[config.mk]
export PLATFORM = sky130hd
export DESIGN_NAME = meta_done_join
export DESIGN_NICKNAME = d
export VERILOG_FILES = /design/src/rtl/meta_done_join.sv
export SDC_FILE = /design/constraint.sdc
export NUM_CORES = 1
export LEC_CHECK = 0
export ABC_CLOCK_PERIOD_IN_PS = 7800
export BUFFER_PORTS_ARGS = -buffer_cell sky130_fd_sc_hd__buf_2
export CAP_MARGIN = 20
export CORE_MARGIN = 8
export CORE_UTILIZATION = 50
export CTS_CLUSTER_DIAMETER = 120
export DETAILED_ROUTE_END_ITERATION = 8
export PLACE_DENSITY = 0.7
export SLEW_MARGIN = 20
export SYNTH_ARGS = -nofsm -noshare
export SYNTH_HDL_FRONTEND = slang
export SYNTH_SLANG_ARGS = --single-unit
[constraint.sdc]
create_clock -name clk_i -period 7.8 [get_ports clk_i]
set_clock_uncertainty 0.2 [all_clocks]
set_input_delay 1.56 -clock clk_i [delete_from_list [all_inputs] [get_ports clk_i]]
set_output_delay 1.56 -clock clk_i [all_outputs]
set_load 0.02 [all_outputs]
[src/rtl/meta_done_join.sv]
// Joins completions from the sequential and shuffle paths into one ordered done
// stream, tracking outstanding broadcasts and flagging id mismatches.

module meta_done_join_fifo #(
  parameter int Width = 4,
  parameter int Depth = 4
) (
  input  logic             i_clk,
  input  logic             i_rst_n,
  input  logic             i_push,
  input  logic [Width-1:0] i_data,
  input  logic             i_pop,
  output logic [Width-1:0] o_head,
  output logic             o_empty,
  output logic             o_full
);
  localparam int PtrW = $clog2(Depth);
  localparam int CntW = PtrW + 1;

  logic [Width-1:0] r_mem [Depth];
  logic [PtrW-1:0]  r_wptr;
  logic [PtrW-1:0]  r_rptr;
  logic [CntW-1:0]  r_count;

  // NOTE: storage is deliberately not reset; r_count alone decides which entries are valid.
  always_ff @(posedge i_clk) begin
    if (i_push) r_mem[r_wptr] <= i_data;
  end

  // NOTE: sequential state uses non-blocking assignments so every flop samples pre-edge values.
  always_ff @(posedge i_clk or negedge i_rst_n) begin
    if (!i_rst_n) begin
      r_wptr  <= '0;
      r_rptr  <= '0;
      r_count <= '0;
    end else begin
      if (i_push) r_wptr <= r_wptr + PtrW'(1);
      if (i_pop)  r_rptr <= r_rptr + PtrW'(1);
      r_count <= r_count + CntW'(i_push) - CntW'(i_pop);
    end
  end

  assign o_head  = r_mem[r_rptr];
  assign o_empty = (r_count == '0);
  assign o_full  = (r_count == CntW'(Depth));
endmodule

module meta_done_join #(
  parameter int IdWidth = 4,
  parameter int Depth   = 4,
  parameter int MaxOut  = 8
) (
  input  logic                     clk_i,
  input  logic                     rst_ni,
  input  logic                     issue_valid_i,
  output logic                     issue_ready_o,
  input  logic [IdWidth-1:0]       issue_id_i,
  input  logic                     seq_done_valid_i,
  output logic                     seq_done_ready_o,
  input  logic [IdWidth-1:0]       seq_done_id_i,
  input  logic                     shf_done_valid_i,
  output logic                     shf_done_ready_o,
  input  logic [IdWidth-1:0]       shf_done_id_i,
  output logic                     done_valid_o,
  input  logic                     done_ready_i,
  output logic [IdWidth-1:0]       done_id_o,
  output logic                     err_o,
  output logic [IdWidth-1:0]       err_id_o,
  output logic [$clog2(MaxOut):0]  outstanding_o,
  output logic                     idle_o
);
  localparam int OutW = $clog2(MaxOut) + 1;

  logic               r_done_valid;
  logic [IdWidth-1:0] r_done_id;
  logic               r_err;
  logic [IdWidth-1:0] r_err_id;
  logic [OutW-1:0]    r_out;

  logic               w_seq_empty, w_seq_full, w_shf_empty, w_shf_full;
  logic [IdWidth-1:0] w_seq_head, w_shf_head;
  logic               w_issue_xfer, w_seq_xfer, w_shf_xfer, w_done_xfer;
  logic               w_seq_push, w_shf_push, w_seq_drop, w_shf_drop;
  logic               w_join, w_match, w_mismatch, w_err_evt;
  logic [IdWidth-1:0] w_err_src;
  logic [OutW-1:0]    w_inc, w_dec, w_out_next;
  logic               w_unused_issue_id;

  // The issued id is informational only; nothing downstream consumes it.
  assign w_unused_issue_id = ^issue_id_i;

  assign w_issue_xfer = issue_valid_i & issue_ready_o;
  assign w_seq_xfer   = seq_done_valid_i & seq_done_ready_o;
  assign w_shf_xfer   = shf_done_valid_i & shf_done_ready_o;
  assign w_done_xfer  = r_done_valid & done_ready_i;

  // Completions arriving with nothing outstanding are spurious: dropped and flagged.
  assign w_seq_push = w_seq_xfer & (r_out != '0);
  assign w_shf_push = w_shf_xfer & (r_out != '0);
  assign w_seq_drop = w_seq_xfer & (r_out == '0);
  assign w_shf_drop = w_shf_xfer & (r_out == '0);

  assign w_join     = ~w_seq_empty & ~w_shf_empty & (~r_done_valid | done_ready_i);
  assign w_match    = (w_seq_head == w_shf_head);
  assign w_mismatch = w_join & ~w_match;
  assign w_err_evt  = w_mismatch | w_seq_drop | w_shf_drop;

  meta_done_join_fifo #(.Width(IdWidth), .Depth(Depth)) u_seq_fifo (
    .i_clk   (clk_i),
    .i_rst_n (rst_ni),
    .i_push  (w_seq_push),
    .i_data  (seq_done_id_i),
    .i_pop   (w_join),
    .o_head  (w_seq_head),
    .o_empty (w_seq_empty),
    .o_full  (w_seq_full)
  );

  meta_done_join_fifo #(.Width(IdWidth), .Depth(Depth)) u_shf_fifo (
    .i_clk   (clk_i),
    .i_rst_n (rst_ni),
    .i_push  (w_shf_push),
    .i_data  (shf_done_id_i),
    .i_pop   (w_join),
    .o_head  (w_shf_head),
    .o_empty (w_shf_empty),
    .o_full  (w_shf_full)
  );

  // NOTE: every combinational output gets a default first, so no path can infer a latch.
  always_comb begin
    w_err_src = shf_done_id_i;
    if (w_mismatch)      w_err_src = w_seq_head;
    else if (w_seq_drop) w_err_src = seq_done_id_i;

    // A late mismatch after the count already drained saturates at zero.
    w_inc      = r_out + OutW'(w_issue_xfer);
    w_dec      = OutW'(w_done_xfer) + OutW'(w_mismatch);
    w_out_next = (w_inc < w_dec) ? '0 : (w_inc - w_dec);
  end

  always_ff @(posedge clk_i or negedge rst_ni) begin
    if (!rst_ni) begin
      r_done_valid <= 1'b0;
      r_done_id    <= '0;
      r_err        <= 1'b0;
      r_err_id     <= '0;
      r_out        <= '0;
    end else begin
      if (w_join && w_match) begin
        r_done_valid <= 1'b1;
        r_done_id    <= w_seq_head;
      end else if (w_done_xfer) begin
        r_done_valid <= 1'b0;
      end
      if (w_err_evt) begin
        r_err <= 1'b1;
        if (!r_err) r_err_id <= w_err_src;
      end
      r_out <= w_out_next;
    end
  end

  assign issue_ready_o    = (r_out != OutW'(MaxOut));
  assign seq_done_ready_o = ~w_seq_full;
  assign shf_done_ready_o = ~w_shf_full;
  assign done_valid_o     = r_done_valid;
  assign done_id_o        = r_done_id;
  assign err_o            = r_err;
  assign err_id_o         = r_err_id;
  assign outstanding_o    = r_out;
  assign idle_o           = (r_out == '0) & w_seq_empty & w_shf_empty & ~r_done_valid;
endmodule
==> metrics, run 1 <==
status=finished clean; Syn-to-layout area delta=13.2%; met3 wire length=around 290 µm; antenna cells=0; root buf cell=clkbuf_8; Min Clock Period, post-route=approximately 3.9 ns; Adder-Cell Fraction of Synth Area=between 9 and 10%; met1 wire length=between 2 and 3 mm; die area=~8700 µm²; final wirelength=~5.6 mm; Async SR Flop Fraction=between 40% and 50%; initial antenna violation count=0; post-detailed-route count of antenna-violating nets=0; highest routed layer=met4; CP arrival=between 2 and 2.5 ns; worst-skew pair later-pin latency=0.34 ns; Max VDD drop=around 170 µV; Setup violations, final=0; Buffers on Ports=31; Die H=93.3 µm; worst slew pin tran=0.930 ns; Syn Inst Count=222; Post-layout nets=between 200 and 300; vias after detailed routing=about 1800; core area=approximately 5900 µm²; post-CTS sizing=0; Seq cells post-synth=60; post-DR vias/cell=around 5.5; routed len/inst=around 17 µm; All-Layer GR Usage=14.3%; Max Cap Viol=0; mux contribution to synthesized area=~8.3%; Post-CTS Hold Fix Bufs=0; main combinational cell family by area after synthesis=simple AND/OR/NAND/NOR gates; Worst Hold Class=register to register; Yosys warning total=0; post-CTS setup buffer count=0; total power=roughly 1.4 mW; Final Hold Vio Count=0; Post-route DRC=0; Pre-antenna DRT Iters=4; Syn Area/Cell=13.5 µm²; Post-synth EDFFs=32; vias in the first global route=about 1900; Top Ports=36; total CTS buffers=9; Die X=between 90 and 100 µm; Crit path required time=6.04 ns; Synth Flop Type=edfxtp_1; simple-gate portion of the synthesized area=12.6%; synth top area cells=edfxtp_1, dfrtp_1, ha_1; met2 wire length=2.67 mm; row cnt=28; Seq/Total Area, Yosys=a little under three fifths; synth cell count leaders=edfxtp_1, dfrtp_1, inv_1, ha_1, nand2_1; CP endpoint kind=primary output; Pwr Density=420 nW/µm²; Remaining Overflow, GRT=0; critical path launch point type=register; CTS tree=built; Synth Area in Compound Gates=under 10%; Fmax=around 0.26 GHz; Synth top area share=between 30% and 40%; largest area contributor in the netlist=edfxtp_1; Final Cycle Share=roughly half; Starting Density=51.1%; Starting DRT DRC Count=approximately 110; RSZ-0062 raised after global routing=no; first-pass GRT wire length=roughly 9.4 mm; relative slew slack=37.5%; CTS sink cnt=60; reg2reg setup slack=4.00 ns; DP HPWL=a little over 4 mm; Post-Synth XOR/XNOR Area=under 10%; synthesized area=about 3000 µm²; FILL cells=about 470; GP Congestion=between 0.8 and 0.9; layout cells sized above 1=22.3%; Netlist cell types=40; largest net degree at the start of global routing=29; count leader, synth=edfxtp_1; Leak=roughly 1.4 nW; CTS max path bufs=2; CTS H-tree depth=3; syn_nets=260; Crit Path Max Fanout=15; Worst-path clk slew=roughly 0.060 ns; Max Slew Vio Count=0; setup TNS=0 ns; CP Class=register to primary output
-- final cells by class --
class | instances | area (µm²) | area share [%]
clock buffer | 13 | 149 | 4.40
clock inverter | 3 | 40.0 | 1.18
inverter | 19 | 71.3 | 2.11
multi-input combinational | 134 | 1210 | 35.9
sequential | 60 | 1660 | 49.1
tap | 75 | 93.8 | 2.77
timing repair buffer | 31 | 155 | 4.58
-- layout by cell type (no fill, tap or decap), types with 6 or more instances in the layout --
| master | instances |
|---|---|
| and2_1 | 11 |
| buf_2 | 31 |
| clkbuf_8 | 10 |
| dfrtp_1 | 28 |
| edfxtp_1 | 32 |
| ha_1 | 17 |
| inv_1 | 19 |
| mux4_2 | 6 |
| nand2_1 | 12 |
| xnor2_1 | 10 |
| xor2_1 | 7 |
-- report_power, final --
group	leakage (nW)	switching, mW	internal, mW
clock network	0.0974	0.114	0.156
registers	0.610	0.0822	0.442
logic	0.664	0.345	0.282
total	1.37	0.542	0.879
-- final timing paths --
check                                            from               endpoint  depth (start not counted)
worst max-delay path                 outstanding_o[2]                 idle_o                          3
worst min-delay path            u_shf_fifo.r_count[2]  u_shf_fifo.r_count[2]                          1
worst max register to register   u_seq_fifo.r_rptr[0]       outstanding_o[2]                         10
worst min register to register  u_shf_fifo.r_count[2]  u_shf_fifo.r_count[2]                          1
max in group asynchronous                      rst_ni   u_seq_fifo.r_wptr[0]                          1
min in group asynchronous                      rst_ni           done_id_o[2]                          1
-- logic make-up (layout without fill, tap and decap cells) --
| family | Yosys count | in the layout |
|---|---|---|
| XOR/XNOR | 17 | 17 |
| adder cells (fa/ha/maj) | 20 | 20 |
| multiplexers | 12 | 12 |
| flip-flops | 60 | 60 |
| AND/OR/NAND/NOR | 61 | 61 |
| AO/OA/AOI/OAI | 24 | 24 |
| buffers and inverters | 28 | 66 |
-- sequential cells by signal, summed over array words and instances, names as in the netlist --
name,flops
outstanding_o,4
err_id_o,4
done_id_o,4
u_shf_fifo.r_wptr,2
u_shf_fifo.r_mem,16
u_shf_fifo.r_count,3
u_seq_fifo.r_mem,16
u_seq_fifo.r_count,3
u_seq_fifo.r_rptr,2
err_o,1
u_shf_fifo.r_rptr,2
u_seq_fifo.r_wptr,2
done_valid_o,1
-- per-stage QoR --
stage / std cells / hold WS [ns] / utilization (%) / worst slack [ns] / area (µm²)
after global routing: 335 / 0.331 / 57.8 / 3.74 / 3380
after global placement: 319 / 0.287 / 54.6 / 3.69 / 3200
after floorplan: 222 / 0.254 / - / 3.95 / 2990
after CTS: 335 / 0.300 / 57.8 / 3.89 / 3380
after detailed placement: 319 / 0.294 / 54.6 / 3.65 / 3200
final: 335 / 0.290 / 57.8 / 3.91 / 3380
-- critical path, cell delays in order, from the launching register on --
cell	delay, ns
dfrtp_1	0.48
or4_1	0.76
nor4_1	0.33
buf_2	0.23
-- metal layers --
layer	vias up	global-route usage (%)
li1	874	-
met1	901	18.1
met2	46	21.7
met3	8	3.85
met4	0	8.46
met5	-	0
(Power assumes the default switching activity.)
==> run 2, diff against run 1 <==
Settings changed: ABC_CLOCK_PERIOD_IN_PS 7800 to 4000.
Clock period 7.8 ns to 4 ns, I/O delays scaled along.
==> metrics, run 2 (synthesis gave the netlist of run 1 again) <==
biggest regs=u_seq_fifo.r_mem x16, u_shf_fifo.r_mem x16; Remaining Overflow, GRT=0 (unchanged); Post-route DRC=0 (unchanged); Max Cap Viol=0 (unchanged); CP endpoint kind=register; Buffers on Ports=31 (unchanged); final wirelength=5.68 mm (+0.83%); DP HPWL=4.11 mm (-0.26%); CP Class=register to register; CTS max path bufs=2 (unchanged); relative slew slack=46.2% (+8.7 points); core area=5850 µm² (unchanged); Starting Density=51.1% (unchanged); post-detailed-route count of antenna-violating nets=0 (unchanged); worst slew pin tran=0.805 ns (-0.125 ns); pre-CTS setup slack=0.543 ns (-3.11 ns); final setup margin=0.548 ns (-3.36 ns); Top Ports=36 (unchanged); Crit path required time=4.02 ns (-2.02 ns); Post-CTS Hold Fix Bufs=0 (unchanged); vias after detailed routing=1837 (+0.44%); RSZ-0062 raised after global routing=no; Post-layout nets=296 (+1.0%); Worst Hold Class=primary input to async pin; Min Clock Period, post-route=~3.5 ns; worst-skew pair later-pin latency=0.34 ns (about the same); Fmax=roughly 0.29 GHz; highest-count cells in the layout ignoring fill and taps=edfxtp_1, buf_2, dfrtp_1, inv_1, ha_1; total power=2.85 mW (+100%); CTS H-tree depth=3 (unchanged); first-pass GRT wire length=9.34 mm (-0.30%); All-Layer GR Usage=14.1% (-0.20 points); initial antenna violation count=0 (unchanged); Final Cycle Share=a little under nine tenths; Max VDD drop=410 µV (+140%); die area=8710 µm² (unchanged); GP Congestion=0.796 (-1.7%); vias in the first global route=1869 (-0.21%); Die H=93.3 µm (unchanged); Starting DRT DRC Count=136 (+19%); CTS tree=built; Die X=93.3 µm (unchanged); Syn-to-layout area delta=14.6%; critical path launch point type=register; CTS sink cnt=60 (unchanged); post-DR vias/cell=5.43 (-0.45%); Final Hold Vio Count=0 (unchanged); Pwr Density=833 nW/µm² (+98%); Worst-path clk slew=0.07 ns (about the same); Crit Path Max Fanout=6 (-9); post-CTS sizing=0 (unchanged); routed len/inst=16.8 µm (about the same); row cnt=28 (unchanged); total CTS buffers=9 (unchanged); Pre-antenna DRT Iters=4 (unchanged); most common cell after layout, fill and taps aside=edfxtp_1; Max Slew Vio Count=0 (unchanged); Setup violations, final=0 (unchanged); layout cells sized above 1=23.2% (+0.89 points); Leak=1.39 nW (+1.4%); antenna cells=0 (unchanged); CP arrival=3.47 ns (+1.34 ns); largest net degree at the start of global routing=29 (unchanged); root buf cell=clkbuf_8; status=finished clean; setup TNS=0 ns (unchanged); post-CTS setup buffer count=0 (unchanged)
## run 2: cell types whose count changed in the layout (fill, tap and decap cells not counted)
cell / change
buf_4: +3
bufinv_16: +1
clkbuf_1: -1
clkbuf_8: -1
clkinv_1: +1
clkinv_2: -1
clkinvlp_4: +1
## run 2: where the power goes
part	total (mW)	leakage, nW	internal, mW	switching, mW
combinational	1.26	0.680	0.573	0.684
clock	0.579	0.101	0.348	0.231
sequential	1.02	0.610	0.861	0.156
total	2.85	1.39	1.78	1.07
## run 2: cell type report
type | count | area [µm²]
Fill cell | 489 | 2420
Clock inverter | 5 | 76.3
Clock buffer | 11 | 131
Inverter | 19 | 71.3
Tap cell | 75 | 93.8
Multi-Input combinational cell | 134 | 1210
Sequential cell | 60 | 1660
Timing Repair Buffer | 34 | 178
## run 2: path summary, 6_finish.rpt
check	startpoint	end	cells after the start	slack, ns
min in group clk_i	u_shf_fifo.r_count[2]	u_shf_fifo.r_count[2]	1	0.30
max	u_seq_fifo.r_rptr[0]	outstanding_o[2]	10	0.55
max reg2reg	u_seq_fifo.r_rptr[0]	outstanding_o[2]	10	0.55
min reg2reg	u_shf_fifo.r_count[2]	u_shf_fifo.r_count[2]	1	0.30
min	rst_ni	done_id_o[2]	1	0.30
max in group asynchronous	rst_ni	outstanding_o[2]	1	2.84
## run 2: through the flow
stage / cell area (µm²) / hold WS, ns / util, % / cells
floorplan: 2990 / 0.254 / - / 222
global placement: 3220 / 0.288 / 55.0 / 322
detailed placement: 3220 / 0.293 / 55.0 / 322
CTS: 3430 / 0.305 / 58.6 / 338
global route: 3430 / 0.311 / 58.6 / 338
finish: 3430 / 0.297 / 58.6 / 338
## run 2: worst max-delay path: stages (launching register included)
cell,delay [ns]
dfrtp_1,0.50
mux4_1,0.70
xor2_1,0.23
nor4_4,0.30
nor2_2,0.08
ha_1,0.30
ha_1,0.20
fa_1,0.46
nand3_1,0.11
o21ai_0,0.09
o21a_1,0.17
## run 2: metal layers
| metal | GRT usage (%) | share of wire [%] | vias to the layer above |
|---|---|---|---|
| li1 | - | - | 881 |
| met4 | 6.44 | 1.6 | 0 |
| met3 | 4.25 | 5.1 | 9 |
| met1 | 19.0 | 47 | 902 |
| met5 | 0 | 0 | - |
| met2 | 20.6 | 46 | 45 |
==> run 3, diff against run 2 <==
Settings changed: CORE_MARGIN 8 to not set, PLACE_DENSITY 0.7 to 0.66.
==> metrics, run 3 (synthesis gave the netlist of run 1 again) <==
vias after detailed routing=1830 (-0.38%); post-CTS sizing=0 (unchanged); DP HPWL=3.99 mm (-2.9%); total power=2.94 mW (+2.9%); layout cells sized above 1=24.0% (+0.76 points); Top Ports=36 (unchanged); Reg-to-Reg End=outstanding_o[2]; sequential share of power=34.8% (-0.8 points); Leak=1.41 nW (+1.4%); Max Slew Vio Count=0 (unchanged); CTS tree=built; CTS sink cnt=60 (unchanged); relative slew slack=48.4% (+2.2 points); CP endpoint kind=register; Starting Density=53.0% (+1.9 points); Worst Hold Class=primary input to async pin; die area=6290 µm² (-28%); Finished Layout Cells=335 (-0.89%); Pre-antenna DRT Iters=4 (unchanged); CP arrival=3.48 ns (about the same); Reg2Reg Depth=10 (unchanged); Setup violations, final=0 (unchanged); clock group share of total power=22.0% (+1.7 points); Die X=79.3 µm (-15%); worst r2r src=u_seq_fifo.r_rptr[0]; CTS max path bufs=2 (unchanged); initial antenna violation count=0 (unchanged); Worst-path clk slew=0.07 ns (about the same); worst slew pin tran=0.772 ns (-0.0325 ns); status=finished clean; Fmax=0.289 GHz (-0.14%); combinational share of power=43.1% (-1.0 points); root buf cell=clkbuf_8; CP Class=register to register; row cnt=27 (-3.6%); Max Cap Viol=0 (unchanged); GP Congestion=0.784 (-1.5%); Pint=1.85 mW (+3.9%); DP Cell Count=319 (-0.93%); setup TNS=0 ns (unchanged); RSZ-0062 raised after global routing=no; Crit path required time=4.02 ns (about the same); biggest regs=u_seq_fifo.r_mem x16, u_shf_fifo.r_mem x16; Pwr Density=850 nW/µm² (+2.0%); Post-layout nets=296 (unchanged); Remaining Overflow, GRT=0 (unchanged); Final Hold Vio Count=0 (unchanged); Buffers on Ports=31 (unchanged); worst-skew pair later-pin latency=0.34 ns (about the same); Max VDD drop=399 µV (-2.9%); sw frac=36.9% (-0.58 points); All-Layer GR Usage=20.2% (+6.1 points); final wirelength=5.50 mm (-3.3%); Post-CTS Hold Fix Bufs=0 (unchanged); reg2reg setup slack=0.54 ns (about the same); Final Cycle Share=86.4% (+0.12 points); Die H=79.3 µm (-15%); critical path launch point type=register; core area=5640 µm² (-3.6%); Starting DRT DRC Count=119 (-13%); largest net degree at the start of global routing=29 (unchanged); first-pass GRT wire length=9.03 mm (-3.3%); Crit Path Max Fanout=6 (unchanged); P_sw=1.08 mW (+1.3%); post-CTS setup buffer count=0 (unchanged); FILL cells=430 (-12%); highest-count cells in the layout ignoring fill and taps=edfxtp_1, buf_2, dfrtp_1, inv_1, ha_1; most common cell after layout, fill and taps aside=edfxtp_1; Syn-to-layout area delta=15.6%; total CTS buffers=9 (unchanged); vias in the first global route=1851 (-0.96%); Post-route DRC=0 (unchanged); CTS H-tree depth=3 (unchanged); antenna cells=0 (unchanged); post-detailed-route count of antenna-violating nets=0 (unchanged); routed len/inst=16.4 µm (-2.4%); Min Clock Period, post-route=3.46 ns (+0.00499 ns); post-DR vias/cell=5.46 (+0.51%)
==> run 3: metrics by stage <==
stage | instance area [µm²] | hold slack [ns] | utilization [%] | setup WS (ns)
after floorplan | 2990 | 0.254 | - | 0.667
after global placement | 3210 | 0.282 | 57.0 | 0.535
after detailed placement | 3210 | 0.296 | 57.0 | 0.542
after CTS | 3450 | 0.318 | 61.2 | 0.518
after global routing | 3450 | 0.338 | 61.2 | 0.333
final | 3450 | 0.297 | 61.2 | 0.543
==> run 3: how the worst max path moves through the flow <==
stage	startpoint	end	slack [ns]	cells after the start
after detailed placement	u_seq_fifo.r_rptr[0]	outstanding_o[2]	0.54	10
final	u_seq_fifo.r_rptr[0]	outstanding_o[2]	0.54	10
after floorplan	u_shf_fifo.r_rptr[0]	outstanding_o[2]	0.67	11
after global placement	u_seq_fifo.r_rptr[0]	outstanding_o[2]	0.53	10
after CTS	u_seq_fifo.r_rptr[0]	outstanding_o[2]	0.52	10
after global routing	u_seq_fifo.r_rptr[0]	outstanding_o[2]	0.33	10
==> run 3: critical path, cell delays in order, from the launching register on <==
cell     delay, ns
dfrtp_1       0.51
mux4_1        0.72
xor2_1        0.23
nor4_4        0.28
nor2_2        0.08
ha_1          0.30
ha_1          0.21
fa_1          0.44
nand3_1       0.11
o21ai_0       0.08
o21a_1        0.17
==> run 3: power by group through the flow <==
stage	clock (mW)	sequential, mW	combinational, mW
after floorplan	0	1.01	0.978
after global placement	0	1.03	1.23
after detailed placement	0	1.03	1.26
after CTS	0.656	1.03	1.28
after global routing	0.687	1.05	1.42
final	0.647	1.02	1.27
==> run 3: cell type report <==
class | count | area (µm²) | area share (%)
clock buffer | 10 | 128 | 3.69
clock inverter | 6 | 113 | 3.26
inverter | 19 | 71.3 | 2.06
multi-input combinational | 134 | 1210 | 35.1
sequential | 60 | 1660 | 48.1
tap | 72 | 90.1 | 2.61
timing repair buffer | 34 | 178 | 5.14
==> run 3: routing by layer <==
layer	vias to the layer above	global-route usage (%)	routed length, µm
met3	13	4.83	205
met4	0	10.2	133
met5	-	0	0
met1	892	26.4	2650
met2	47	31.6	2510
li1	878	-	-
